$ cat src/rtl/gb_lcd_transmitter.sv
// gb_lcd_transmitter: Game Boy LCD-style dot clock, syncs and 2-bit pixel stream from a fetch interface.
// Define GB_TX_TEST_PATTERN_EN to replace PIX_DATA with an 8x8 diagonal stripe pattern.
module gb_lcd_transmitter #(
  parameter int CLK_DIV      = 12,
  parameter int HSYNC_DOTS   = 8,
  parameter int H_PIXELS     = 160,
  parameter int H_BLANK_DOTS = 288,
  parameter int V_ACTIVE     = 144,
  parameter int V_TOTAL      = 154
) (
  input  logic       SYSTEM_CLOCK,
  input  logic       RESET_N,
  input  logic       ENABLE,
  output logic       PIX_RD,
  output logic [7:0] PIX_X,
  output logic [7:0] PIX_Y,
  input  logic [1:0] PIX_DATA,
  output logic       GB_PIXEL_CLOCK,
  output logic       GB_HSYNC,
  output logic       GB_VSYNC,
  output logic [1:0] GB_DATA,
  output logic       FRAME_START
);
  localparam int LINE_DOTS = HSYNC_DOTS + H_PIXELS + H_BLANK_DOTS;
  localparam int PW = $clog2(CLK_DIV);
  localparam int DW = $clog2(LINE_DOTS);
  localparam int LW = $clog2(V_TOTAL);
  localparam logic [PW-1:0] PH_LAST = PW'(CLK_DIV - 1);
  localparam logic [PW-1:0] PH_CAP = PW'(1);
  localparam logic [PW-1:0] PH_RISE = PW'(CLK_DIV / 2);
  localparam logic [DW-1:0] HS_DOTS = DW'(HSYNC_DOTS);
  localparam logic [DW-1:0] HS_LAST = DW'(HSYNC_DOTS - 1);
  localparam logic [DW-1:0] ACT_LAST = DW'(HSYNC_DOTS + H_PIXELS - 1);
  localparam logic [DW-1:0] DOT_LAST = DW'(LINE_DOTS - 1);
  localparam logic [LW-1:0] LN_ACT = LW'(V_ACTIVE);
  localparam logic [LW-1:0] LN_LAST = LW'(V_TOTAL - 1);
  typedef enum logic [1:0] {IDLE, HSYNC, ACTIVE, HBLANK} state_t;
  state_t state, nxt_state;
  logic [PW-1:0] phase, nxt_phase;
  logic [DW-1:0] dot, nxt_dot;
  logic [LW-1:0] line, nxt_line;
  logic end_dot, end_line, end_frame;
  logic [1:0] pix_val;
`ifdef GB_TX_TEST_PATTERN_EN
  logic unused_pix_data;
  assign unused_pix_data = ^PIX_DATA;
  assign pix_val = PIX_X[4:3] + PIX_Y[4:3];
`else
  assign pix_val = PIX_DATA;
`endif
  always_comb begin
    end_dot = phase == PH_LAST;
    end_line = end_dot && dot == DOT_LAST;
    end_frame = end_line && line == LN_LAST;
    nxt_phase = (state == IDLE || end_dot) ? '0 : phase + 1'b1;
    nxt_dot = (state == IDLE || end_line) ? '0 : end_dot ? dot + 1'b1 : dot;
    nxt_line = (state == IDLE || end_frame) ? '0 : end_line ? line + 1'b1 : line;
    nxt_state = state;
    unique case (state)
      IDLE:    nxt_state = ENABLE ? HSYNC : IDLE;
      HSYNC:   if (end_dot && dot == HS_LAST) nxt_state = line < LN_ACT ? ACTIVE : HBLANK;
      ACTIVE:  if (end_dot && dot == ACT_LAST) nxt_state = HBLANK;
      HBLANK:  if (end_line) nxt_state = (end_frame && !ENABLE) ? IDLE : HSYNC;
      default: nxt_state = IDLE;
    endcase
  end
  // Outputs are registered from the next-state values so they line up with the state they describe.
  always_ff @(posedge SYSTEM_CLOCK or negedge RESET_N) begin
    if (!RESET_N) begin
      state <= IDLE;
      phase <= '0;
      dot <= '0;
      line <= '0;
      PIX_RD <= 1'b0;
      PIX_X <= '0;
      PIX_Y <= '0;
      GB_PIXEL_CLOCK <= 1'b0;
      GB_HSYNC <= 1'b0;
      GB_VSYNC <= 1'b0;
      GB_DATA <= '0;
      FRAME_START <= 1'b0;
    end else begin
      state <= nxt_state;
      phase <= nxt_phase;
      dot <= nxt_dot;
      line <= nxt_line;
      FRAME_START <= nxt_state == HSYNC && nxt_line == '0 && nxt_dot == '0 && nxt_phase == '0;
      GB_HSYNC <= nxt_state == HSYNC;
      GB_VSYNC <= nxt_state != IDLE && nxt_line == '0;
      PIX_RD <= nxt_state == ACTIVE && nxt_phase == '0;
      GB_PIXEL_CLOCK <= nxt_state == ACTIVE && nxt_phase > PH_RISE;
      if (nxt_state == ACTIVE && nxt_phase == '0) begin
        PIX_X <= 8'(nxt_dot - HS_DOTS);
        PIX_Y <= 8'(nxt_line);
      end
      if (state == ACTIVE && phase == PH_CAP) GB_DATA <= pix_val;
    end
  end
endmodule

$ cat config.mk
export PLATFORM = sky130hd
export DESIGN_NAME = gb_lcd_transmitter
export DESIGN_NICKNAME = d
export VERILOG_FILES = /design/src/rtl/gb_lcd_transmitter.sv
export SDC_FILE = /design/constraint.sdc
export NUM_CORES = 1
export LEC_CHECK = 0
export BUFFER_PORTS_ARGS = -buffer_cell sky130_fd_sc_hd__clkbuf_2
export CAP_MARGIN = 30
export CORE_MARGIN = 2
export CORE_UTILIZATION = 55
export CTS_BUF_LIST = sky130_fd_sc_hd__clkbuf_8
export CTS_CLUSTER_SIZE = 24
export DETAILED_ROUTE_END_ITERATION = 8
export PLACE_DENSITY = 0.79
export RECOVER_POWER = 50
export SLEW_MARGIN = 20
export SYNTH_ARGS = -nofsm -noshare
export SYNTH_HDL_FRONTEND = slang
export SYNTH_SLANG_ARGS = --single-unit
$ cat constraint.sdc
create_clock -name SYSTEM_CLOCK -period 2.8 [get_ports SYSTEM_CLOCK]
set_clock_uncertainty 0.05 [all_clocks]
set_input_delay 0.28 -clock SYSTEM_CLOCK [delete_from_list [all_inputs] [get_ports SYSTEM_CLOCK]]
set_output_delay 0.28 -clock SYSTEM_CLOCK [all_outputs]
set_load 0.05 [all_outputs]
# Word level (Yosys, flattened, before mapping)
# Index checks and enable logic that the tools add are counted.
[word_totals] in_bits=5 register_bits=46 out_inout_bits=23 word_cells=62
[op_classes] n_lt_le_gt_ge=2 addsub=4 n_eq_ne=11 muxes=12 reduce_logical=21
[op_table] operator="2-to-1 mux 9 bit" n=2
[op_table] operator="2-to-1 mux 8 bit" n=2
[op_table] operator="logical AND 1 bit" n=12
[op_table] operator="adder 9 x 1 -> 9 bit (second input constant)" n=1
[op_table] operator="equality test 9 x 3 -> 1 bit (second input constant)" n=1
[op_table] operator="equality test 9 x 8 -> 1 bit (second input constant)" n=1
[op_table] operator="equality test 9 bit (second input constant)" n=1
[op_table] operator="zero test 9 bit" n=1
[op_table] operator="adder 8 x 1 -> 8 bit (second input constant)" n=1
[op_table] operator="equality test 8 bit (second input constant)" n=1
[op_table] operator="zero test 8 bit" n=1
[op_table] operator="< comparator 8 bit (second input constant)" n=1
[op_table] operator="one-hot mux 2 bit (4 select lines)" n=1
[op_table] operator="subtractor 8 x 4 -> 8 bit (second input constant)" n=1
[op_table] operator="equality test 2 bit (second input constant)" n=3
[op_table] operator="2-to-1 mux 2 bit" n=3
[op_table] operator="adder 4 x 1 -> 4 bit (second input constant)" n=1
[op_table] operator="equality test 2 x 1 -> 1 bit (second input constant)" n=2
[op_table] operator="equality test 4 x 1 -> 1 bit (second input constant)" n=1
[op_table] operator="equality test 4 bit (second input constant)" n=1
[op_table] operator="> comparator 4 x 3 -> 1 bit (second input constant)" n=1
[op_table] operator="zero test 4 bit" n=1
[op_table] operator="2-to-1 mux 4 bit" n=1
[op_table] operator="logical OR 1 bit" n=3
[op_table] operator="other kinds (4)" n=6

# Depth between registers and ports, before layout
[depth] depth_word=11 depth_mapped=13 ltp_nobuf=12

# Least setup slack after synthesis
# Ideal clock, no wire load.
[synth_timing] path_kind="reg-to-reg" from="register phase[0]" to="register PIX_X[0]" slack_ns=-0.101 required_time_ns=2.625 n_path_buf=2 period_less_slack_ns=2.901 arrival_ns=2.726 path_stages_with_launch=10 setup_ns=0.125 path_cell_list="dfrtp_1 > ha_1 > buf_2 > nand4b_1 > or4_4 > o31a_1 > o22ai_4 > nand3_4 > buf_6 > mux2_4"
[synth_via] elab_chain_len=9 elab_cells_between_ends=21 classes_between="add/sub: 2; eq/ne: 2; mux: 8; reduce/logical: 9"
[synth_rtl] element="start: declaration" line_no="39" text="logic [PW-1:0] phase, nxt_phase;"
[synth_rtl] element="start signal: assignment" line_no="84" text="phase <= nxt_phase;"
[synth_rtl] element="equality test 4 bit" line_no="52" text="end_dot = phase == PH_LAST;"
[synth_rtl] element="logical AND 1 bit" line_no="53" text="end_line = end_dot && dot == DOT_LAST;"
[synth_rtl] element="logical AND 1 bit" line_no="54" text="end_frame = end_line && line == LN_LAST;"
[synth_rtl] element="logical AND 1 bit" line_no="63" text="HBLANK: if (end_line) nxt_state = (end_frame && !ENABLE) ? IDLE : HSYNC;"
[synth_rtl] element="2-to-1 mux 1 bit" line_no="63"
[synth_rtl] element="2-to-1 mux 2 bit" line_no="63"
[synth_rtl] element="one-hot mux 2 bit (4 select lines)" line_no="59" text="unique case (state)"
[synth_rtl] element="equality test 2 bit" line_no="92" text="if (nxt_state == ACTIVE && nxt_phase == '0) begin"
[synth_rtl] element="logical AND 1 bit" line_no="92"
[synth_rtl] element="end signal: assignment" line_no="93" text="PIX_X <= 8'(nxt_dot - HS_DOTS);"
[synth_rtl] element="end: declaration" line_no="15" text="output logic [7:0] PIX_X,"
# Parallel ways exist; a longest one is shown, timed or not.
# A chain may end at the register's enable or synchronous reset.

# Final worst setup path
[layout_timing] from="register phase[1]" to="register FRAME_START"
[layout_via] elab_chain_len=11 elab_cells_between_ends=27 classes_between="add/sub: 1; eq/ne: 2; mux: 10; reduce/logical: 14"
[layout_rtl] element="equality test 4 bit" line_no="52"
[layout_rtl] element="logical AND 1 bit" line_no="53"
[layout_rtl] element="logical AND 1 bit" line_no="54"
[layout_rtl] element="logical AND 1 bit" line_no="63"
[layout_rtl] element="2-to-1 mux 1 bit" line_no="63"
[layout_rtl] element="2-to-1 mux 2 bit" line_no="63"
[layout_rtl] element="one-hot mux 2 bit (4 select lines)" line_no="59"
[layout_rtl] element="equality test 2 x 1 -> 1 bit" line_no="87" text="FRAME_START <= nxt_state == HSYNC && nxt_line == '0 && nxt_dot == '0 && nxt_phase == '0;"
[layout_rtl] element="logical AND 1 bit (2 in a row)" line_no="87"
[layout_rtl] element="logical AND 1 bit *" line_no="87"
[layout_rtl] element="end signal: assignment" line_no="81" text="FRAME_START <= 1'b0;"
[layout_rtl] element="end signal: assignment" line_no="87"
[layout_rtl] element="end: declaration" line_no="22" text="output logic FRAME_START"
# Mark *: on every way between the ends. The rest lies on a longest branch, timed or not.

==> impl_metrics.env <==
export IMPL_netSwitchingFraction_pct=31.7
export IMPL_totalPowerFinal_w=0.00174
export IMPL_worstMarginPinSlew_ns=1.44
export IMPL_hold_viol=0
export IMPL_setup_violations=0
export IMPL_num_fill_cells=365
export IMPL_slew_violations=0
export IMPL_rsz0062_at_grt="yes"
export IMPL_ant_nets=0
export IMPL_synthCells=250
export IMPL_cp_start_kind="flip-flop"
export IMPL_grt_pass1_vias=2005
export IMPL_synth_ff_latch_count=46
export IMPL_ir_drop_mv=0.386
export IMPL_post_cts_resized=0
export IMPL_overflow=0
export IMPL_fmax_mhz=374
export IMPL_synthArstFlopShare_pct=100
export IMPL_clk_pin_slew_ns=0.09
export IMPL_required_ns=2.96
export IMPL_drt_total_wl_um=5480
export IMPL_grt_max_degree=29
export IMPL_worstPathMaxFanout=8
export IMPL_gr_usage_met1_pct=31.1
export IMPL_powerDensity_nw_per_um2=592
export IMPL_die_x_um=71.8
export IMPL_fin_setup_tns_ns=0
export IMPL_synth_cell_types=51
export IMPL_hold_depth=2
export IMPL_nets=308
export IMPL_start_util_pct=57.7
export IMPL_core_sq_um=4380
export IMPL_gp_congestion=0.945
export IMPL_hpwlAfterDp_um=4030
export IMPL_clock_sinks=46
export IMPL_syn_nets=261
export IMPL_period_share_pct=95.5
export IMPL_cp_end_kind="flip-flop"
export IMPL_p_sw_w=0.000552
export IMPL_cts_buffers=5
export IMPL_comb_power_share_pct=28.6
export IMPL_portBuffers=27
export IMPL_grt_pass1_wl_um=9290
export IMPL_drc=0
export IMPL_drive_gt1_share_pct=19.5
export IMPL_grt_busiest_layer="met2"
export IMPL_pin_count=28
export IMPL_antenna_found_initial=0
export IMPL_timing_hold_ws_ns=0.158
export IMPL_hp_class="in -> reg"
export IMPL_die_height_um=71.8
export IMPL_maxSlewHeadroom_pct=4.08
export IMPL_drv_cap=0
export IMPL_rr_worst_depth=8
export IMPL_clkPwrFrac_pct=28.0
export IMPL_grtUsageMet3_pct=3.23
export IMPL_track_usage_pct=23.3
export IMPL_arrival_ns=2.83
export IMPL_cts_buffer_depth=2
export IMPL_crit_type="reg -> reg"
export IMPL_via_per_inst=5.83
export IMPL_synthToLayoutAreaGrowth_pct=16.2
export IMPL_dieArea_sq_um=5160
export IMPL_first_pass_iters=4
export IMPL_syn_area_sq_um=2530
export IMPL_p_seq_share_pct=43.4
export IMPL_drtIter0Drc=109
export IMPL_dp_slack_ns=0.0809
export IMPL_fin_ws_ns=0.125
export IMPL_yosysWarnings=0
export IMPL_cts_tree="yes"
export IMPL_p_int_w=0.00119
export IMPL_routedWlPerCell_um=15.7
export IMPL_synth_area_per_cell_sq_um=10.1
export IMPL_grtUsageMet2_pct=38.7
export IMPL_clock_latency_ns=0.30
export IMPL_std_cell_rows=24
export IMPL_synth_edf_count=0
export IMPL_antenna_cells=0
export IMPL_root_buffer="clkbuf_8"
export IMPL_vias=2041
export IMPL_synth_flop_cell="dfrtp_1"
export IMPL_yosysSeqAreaShare_pct=45.5
export IMPL_htreeDepth=2
export IMPL_p_leak_nw=1.43
export IMPL_finalCriticalPeriod_ns=2.68
export IMPL_status="finished, final reports clean"
[layout by cell type, fill, tap and decap left out, types with 3 or more instances in the layout]
cell type	netlist	final
nor3_1	8	8
nor3b_1	3	3
nor2_1	29	29
nand3_1	9	9
buf_4	1	22
or4_1	4	4
mux2_2	9	9
xor2_1	8	8
clkbuf_2	0	4
nand4_1	4	4
inv_1	14	15
ha_1	6	6
mux2_4	7	7
clkbuf_8	0	5
a21oi_1	11	11
mux2i_1	5	5
clkbuf_1	5	25
nor4_1	5	5
nand2_1	20	20
dfrtp_1	46	46
xnor2_1	11	11
[routing by layer]
layer	wire (um)	part of all wire [%]
met1	2420	44
met2	2700	49
met3	261	4.8
met4	101	1.8
met5	0	0
[metrics by stage]
stage / utilization (%) / area, sq um / std cells
6_report: 67.1 / 2940 / 350
4_1_cts: 67.5 / 2960 / 349
3_3_place_gp: 64.7 / 2840 / 340
3_5_place_dp: 64.7 / 2840 / 340
2_1_floorplan: - / 2540 / 250
5_1_grt: 67.1 / 2940 / 350
[final cells by class]
type	count	area, sq um	share of cell area [%]
inverter	14	52.6	1.79
timing repair buffer	53	309	10.5
clock buffer	5	68.8	2.34
multi-input combinational	177	1250	42.6
sequential	46	1150	39.1
tap	52	65.1	2.21
clock inverter	3	41.3	1.40
[cell families after synthesis]
| family | after synthesis | share of synthesized area [%] |
|---|---|---|
| flops | 46 | 45.5 |
| compound gates | 29 | 8.11 |
| buf+inv | 27 | 4.99 |
| fa+ha+maj | 6 | 2.97 |
| xor+xnor | 19 | 6.57 |
| mux | 21 | 10.1 |
| simple gates | 102 | 21.7 |
[synthesized netlist by cell type, types with 2 or more instances]
library cell	number	share of area [%]
nor3_1	8	1.6
clkbuf_1	5	0.74
dfrtp_1	46	45
buf_6	2	0.89
nor3b_1	3	0.89
mux2_4	7	4.2
or4_1	4	1.2
nand4_1	4	0.99
nand3_1	9	1.8
nor2_1	29	4.3
and3b_1	2	0.69
nor4_1	5	1.2
nand4b_1	2	0.69
mux2i_1	5	2.0
nand2_1	20	3.0
a21oi_1	11	2.2
xnor2_1	11	3.8
mux2_2	9	4.0
buf_2	5	0.99
ha_1	6	3.0
nand3b_1	2	0.59
xor2_1	8	2.8
a211o_1	2	0.69
or2_2	2	0.49
a31oi_1	2	0.49
nand2b_1	2	0.49
o31ai_1	2	0.59
inv_1	14	2.1
[sequential cells by signal, indices dropped and copies added (netlist names)]
signal and flops:
dot 9, PIX_X 8, PIX_Y 8, line 8, phase 4, GB_DATA 2, state 2, FRAME_START 1
GB_HSYNC 1, GB_PIXEL_CLOCK 1, GB_VSYNC 1, PIX_RD 1
[power groups by stage]
stage / clock network (W) / registers [W] / logic [W]
2_1_floorplan: 0 / 0.000804 / 0.000297
3_3_place_gp: 0 / 0.000766 / 0.000485
3_5_place_dp: 0 / 0.000770 / 0.000495
4_1_cts: 0.000504 / 0.000757 / 0.000496
5_1_grt: 0.000527 / 0.000763 / 0.000553
6_report: 0.000488 / 0.000756 / 0.000497
[what timing repair did]
action / CTS / global route
setup endpoints to repair: 0 / 16
endpoints found under the hold margin: 27 / 0
setup buffers: 0 / 1
hold buffers: 1 / 0
[path summary, 6_finish.rpt]
kind | from | to | slack [ns]
setup / recovery | phase[1] | FRAME_START | 0.12
hold / removal | PIX_DATA[0] | GB_DATA[0] | 0.16
setup reg to reg | phase[1] | FRAME_START | 0.12
hold reg to reg | PIX_Y[1] | PIX_Y[1] | 0.46
max in group asynchronous | RESET_N | dot[4] | 0.72
min in group asynchronous | RESET_N | GB_DATA[1] | 0.78
[critical path: stages, from the launching register on]
cell,delay (ns)
dfrtp_1,0.41
ha_1,0.19
nand4b_1,0.16
buf_4,0.21
or4_1,0.62
o211a_1,0.24
nor2_1,0.19
a41oi_1,0.19
nor4bb_1,0.31
Power figures use the tool's default switching activity.
